`config.mk`:
```
export PLATFORM = sky130hd
export DESIGN_NAME = dmem_burst_master
export DESIGN_NICKNAME = d
export VERILOG_FILES = /design/src/rtl/dmem_burst_master.sv
export SDC_FILE = /design/constraint.sdc
export NUM_CORES = 1
export LEC_CHECK = 0
export CAP_MARGIN = 20
export CORE_ASPECT_RATIO = 0.9
export CORE_MARGIN = 2
export CORE_UTILIZATION = 60
export DETAILED_ROUTE_END_ITERATION = 7
export DONT_BUFFER_PORTS = 1
export PLACE_DENSITY_LB_ADDON = 0.1
export SYNTH_ARGS = -nofsm -noshare
export SYNTH_HDL_FRONTEND = slang
export SYNTH_SLANG_ARGS = --single-unit
```
`constraint.sdc`:
```
create_clock -name clk -period 1.8 [get_ports clk]
set_input_delay 0.09 -clock clk [delete_from_list [all_inputs] [get_ports clk]]
set_output_delay 0.09 -clock clk [all_outputs]
set_load 0.03 [all_outputs]
```
`src/rtl/dmem_burst_master.sv`:
```
// Burst master for a single-port synchronous data memory: turns one
// command (base address, length, direction) into a stream of memory accesses.
`ifndef DMEM_ADDR_WIDTH
`define DMEM_ADDR_WIDTH 8
`endif
`ifndef DATA_WIDTH
`define DATA_WIDTH 32
`endif

module dmem_burst_master #(
  parameter int unsigned BURST_W = 4,
  localparam int unsigned AW = `DMEM_ADDR_WIDTH,
  localparam int unsigned DW = `DATA_WIDTH
) (
  input  logic               clk,
  input  logic               rst,
  input  logic               cmd_valid,
  output logic               cmd_ready,
  input  logic               cmd_we,
  input  logic [AW-1:0]      cmd_addr,
  input  logic [BURST_W-1:0] cmd_len,
  input  logic               wr_valid,
  output logic               wr_ready,
  input  logic [DW-1:0]      wr_data,
  output logic               rd_valid,
  input  logic               rd_ready,
  output logic [DW-1:0]      rd_data,
  output logic               done,
  output logic [AW-1:0]      mem_addr,
  output logic [DW-1:0]      mem_din,
  output logic               mem_we,
  input  logic [DW-1:0]      mem_dout
);

  typedef enum logic [2:0] {
    IDLE    = 3'd0,
    WR      = 3'd1,
    RD_ADDR = 3'd2,
    RD_CAP  = 3'd3,
    RD_OUT  = 3'd4
  } state_t;

  state_t             state, state_n;
  logic [AW-1:0]      addr_r, addr_n;
  logic [BURST_W-1:0] cnt_r, cnt_n;
  logic [DW-1:0]      rd_data_n;
  logic               done_n;

  // State and datapath registers
  always_ff @(posedge clk) begin
    if (rst) begin
      state   <= IDLE;
      addr_r  <= '0;
      cnt_r   <= '0;
      rd_data <= '0;
      done    <= 1'b0;
    end else begin
      state   <= state_n;
      addr_r  <= addr_n;
      cnt_r   <= cnt_n;
      rd_data <= rd_data_n;
      done    <= done_n;
    end
  end

  // Next-state and datapath update; done is set on the final beat handshake
  always_comb begin
    state_n   = state;
    addr_n    = addr_r;
    cnt_n     = cnt_r;
    rd_data_n = rd_data;
    done_n    = 1'b0;
    case (state)
      IDLE: begin
        if (cmd_valid) begin
          addr_n  = cmd_addr;
          cnt_n   = cmd_len;
          state_n = cmd_we ? WR : RD_ADDR;
        end
      end
      WR: begin
        if (wr_valid) begin
          addr_n = addr_r + AW'(1);
          cnt_n  = cnt_r - BURST_W'(1);
          if (cnt_r == '0) begin
            state_n = IDLE;
            done_n  = 1'b1;
          end
        end
      end
      RD_ADDR: state_n = RD_CAP;
      RD_CAP: begin
        rd_data_n = mem_dout;
        state_n   = RD_OUT;
      end
      RD_OUT: begin
        if (rd_ready) begin
          if (cnt_r == '0) begin
            state_n = IDLE;
            done_n  = 1'b1;
          end else begin
            addr_n  = addr_r + AW'(1);
            cnt_n   = cnt_r - BURST_W'(1);
            state_n = RD_ADDR;
          end
        end
      end
      default: state_n = IDLE;
    endcase
  end

  // Handshake and memory-port outputs are gated by rst so nothing leaks during reset
  assign cmd_ready = (state == IDLE) && !rst;
  assign wr_ready  = (state == WR) && !rst;
  assign rd_valid  = (state == RD_OUT) && !rst;
  assign mem_we    = (state == WR) && wr_valid && !rst;
  assign mem_addr  = addr_r;
  assign mem_din   = wr_data;

endmodule

```
==> reports/results.ini <==
[run_status]
status=complete, no violations

[clocking]
numClockSinks=48
path_clk_slew_ns=0.09
clock_path_buffers=2
cts_tree=done
clk_latency_ns=0.30
root_buffer=clkbuf_8
htree_levels=2
post-cts-setup-buffers=0
cts_buffers=5

[pwr]
vdd_drop_max_mv=1.20
p_per_area_mw_per_mm2=1620
p_leak_uw=0.00105
total_power_uw=4670

[yosys]
synth_flop_cell=dfxtp_1
syn_area_mm2=0.00248
synth_top_area_share_pct=38.7
syn_avg_cell_area_um2=8.03
synth_cell_types=52
synth_seq_cells=48
ys_async_sr_fraction_pct=0
synth-edff-count=0
syn_inst=309
synth_nets=393
yosysSeqAreaShare_pct=38.7
synth_area_leaders=dfxtp_1 (39%), nand2_1 (11%), buf_4 (11%)
yosysTopAreaCell=dfxtp_1
yosys_warnings=0

[finish]
nets=406
fin_util_pct=71.7
layout_commonest_cell=nand2_1
syn_to_final_growth_pct=16.0
diodes=0
fillers=344
drive_above_1_share_pct=14.9
most-common-layout-cells=nand2_1 (74), dfxtp_1 (48), a21oi_1 (40)

[timing]
final_hold_viol_count=0
finalSetupViolations=0
fin_crit_sh_pct=94.9
final.setup_skew_ns=0.00966
fmax_ghz=0.586
setup_tns_ns=0
tightest_slew_ns=0.364
rsz0062_at_grt=yes
drv_slew=0
slew_headroom_pct=75.7
period_needed_ns=1.71

[global_routing]
grt_pass1_wl_mm=9.05
grt_max_degree=49
antenna_found_initial=0
grt_use_total_pct=24.2
first_global_vias=1953
overflow=0

[setup_path]
arrival_ns=1.95
path_class=reg -> reg
startpoint_type=register
cp_slowest_cell=or3b_4
cp_slowest_stage_delay_ns=0.41
endpoint_kind=register
critPathTopFamily=compound AO/OA/AOI/OAI gates
cp_cell_sequence=inv_1, ha_2, or3b_4, a22oi_2, buf_2, o21ai_0, a21oi_1
cp_num_buf_inv=2
path_max_fanout=6
worst_ep_required_time_ns=2.04

[die]
ioPinCount=159
core.rowCount=22
die_h_um=65.0
core_area_mm2=0.00402
die_width_um=71.8
initial_utilization_pct=61.8
die-area_mm2=0.00467

[detailed_routing]
drc=0
via_per_inst=5.73
first_iter_violations=94
wirelength_mm=5.85
vias=2127
detail_route.first_pass.iterations=4
detail-route-antenna-nets=0
route.detailed.wl_per_inst_um=15.8

[placement]
hpwl_mm=3.66
place_congestion=0.815
port_buffers=0

[run]
max_cap_violations=0

[min_path]
hold_path.class=in -> reg

## path summary, 6_finish.rpt
| check | start | end | slack, ns | cells after the start |
|---|---|---|---|---|
| max | cnt_r[0]$_SDFFE_PP0P_ | cnt_r[2]$_SDFFE_PP0P_ | 0.09 | 7 |
| min | cmd_we | state[1]$_SDFFE_PP0P_ | 0.02 | 2 |
| max reg2reg | cnt_r[0]$_SDFFE_PP0P_ | cnt_r[2]$_SDFFE_PP0P_ | 0.09 | 7 |
| min reg2reg | cnt_r[1]$_SDFFE_PP0P_ | cnt_r[1]$_SDFFE_PP0P_ | 0.47 | 2 |
## cell type report
cell class                 count  area [µm²]  area share (%)
inverter                       4        15.0           0.521
clock buffer                   5        68.8            2.39
tap                           48        60.1            2.09
sequential                    48         961            33.4
timing repair buffer          59         553            19.2
clock inverter                 3        68.8            2.39
multi-input combinational    204        1150            40.1
## worst register-to-register path: cells and delay by family (launching register included)
family	cells	cell delay, ns
AOI/OAI and AO/OA	3	0.44
DFF	1	0.32
and+or+nand+nor	1	0.41
buffers and inverters	2	0.30
adders and majority gates	1	0.20
## repair_timing
| item | in CTS | in global routing |
|---|---|---|
| gates resized for setup | 1 | 5 |
| endpoints found under the hold margin | 48 | 0 |
| pin swaps | 0 | 1 |
| endpoints found under the setup margin | 3 | 8 |
| hold buffers | 36 | 0 |
| cloned | 0 | 1 |
## registers in the layout (all words and copies together), names as in the netlist
| register | cells |
|---|---|
| cnt_r | 4 |
| done | 1 |
| mem_addr | 8 |
| rd_data | 32 |
| state | 3 |
## metrics by stage
stage / cell area, µm² / cells / hold slack, ns / worst slack [ns]
2_1_floorplan: 2490 / 309 / 0.223 / 0.0230
3_3_place_gp: 2350 / 326 / 0.159 / -0.0464
3_5_place_dp: 2350 / 326 / 0.162 / -0.140
4_1_cts: 2860 / 370 / 0.00794 / 0.0484
5_1_grt: 2880 / 371 / 0.00560 / -0.0189
6_report: 2880 / 371 / 0.0182 / 0.0926
## layer usage
metal / global-route usage [%] / share of wire (%) / wire (µm)
met2: 41.2 / 49 / 2840
met1: 29.3 / 43 / 2500
met4: 6.84 / 0.63 / 37
met5: 0 / 0 / 0
met3: 7.62 / 8.1 / 475
## power by group
group / leakage (µW) / internal [µW] / switching (µW)
Sequential: 0.000390 / 1260 / 290
Clock: 0.0000687 / 559 / 361
Combinational: 0.000590 / 967 / 1230
## synthesized netlist by cell type (2+ instances only)
master,count
nor3_1,3
clkbuf_1,3
a31oi_1,2
ha_1,2
nor2_2,2
nand4_1,2
buf_2,10
a21oi_1,40
and3_2,2
a21boi_0,4
and4_1,2
buf_6,2
inv_1,4
o21ai_0,15
a221oi_1,2
and2_1,3
and3_1,3
nor2_1,6
nor4b_1,3
nand3_1,7
nand2_1,74
dfxtp_1,48
mux2i_1,4
buf_4,35
nor4_1,3
or3_1,2
## cells by family after synthesis
group                      count (synthesis)  synth area share, %
muxes                                      5                 2.22
xor gates and xnor gates                   2                 1.01
DFF                                       48                 38.7
and+or+nand+nor                          120                 23.2
adders and majority gates                  2                 1.01
AOI/OAI and AO/OA                         75                 18.1
buffers and inverters                     57                 15.7
Note: power is estimated with default switching activity, not from simulation.
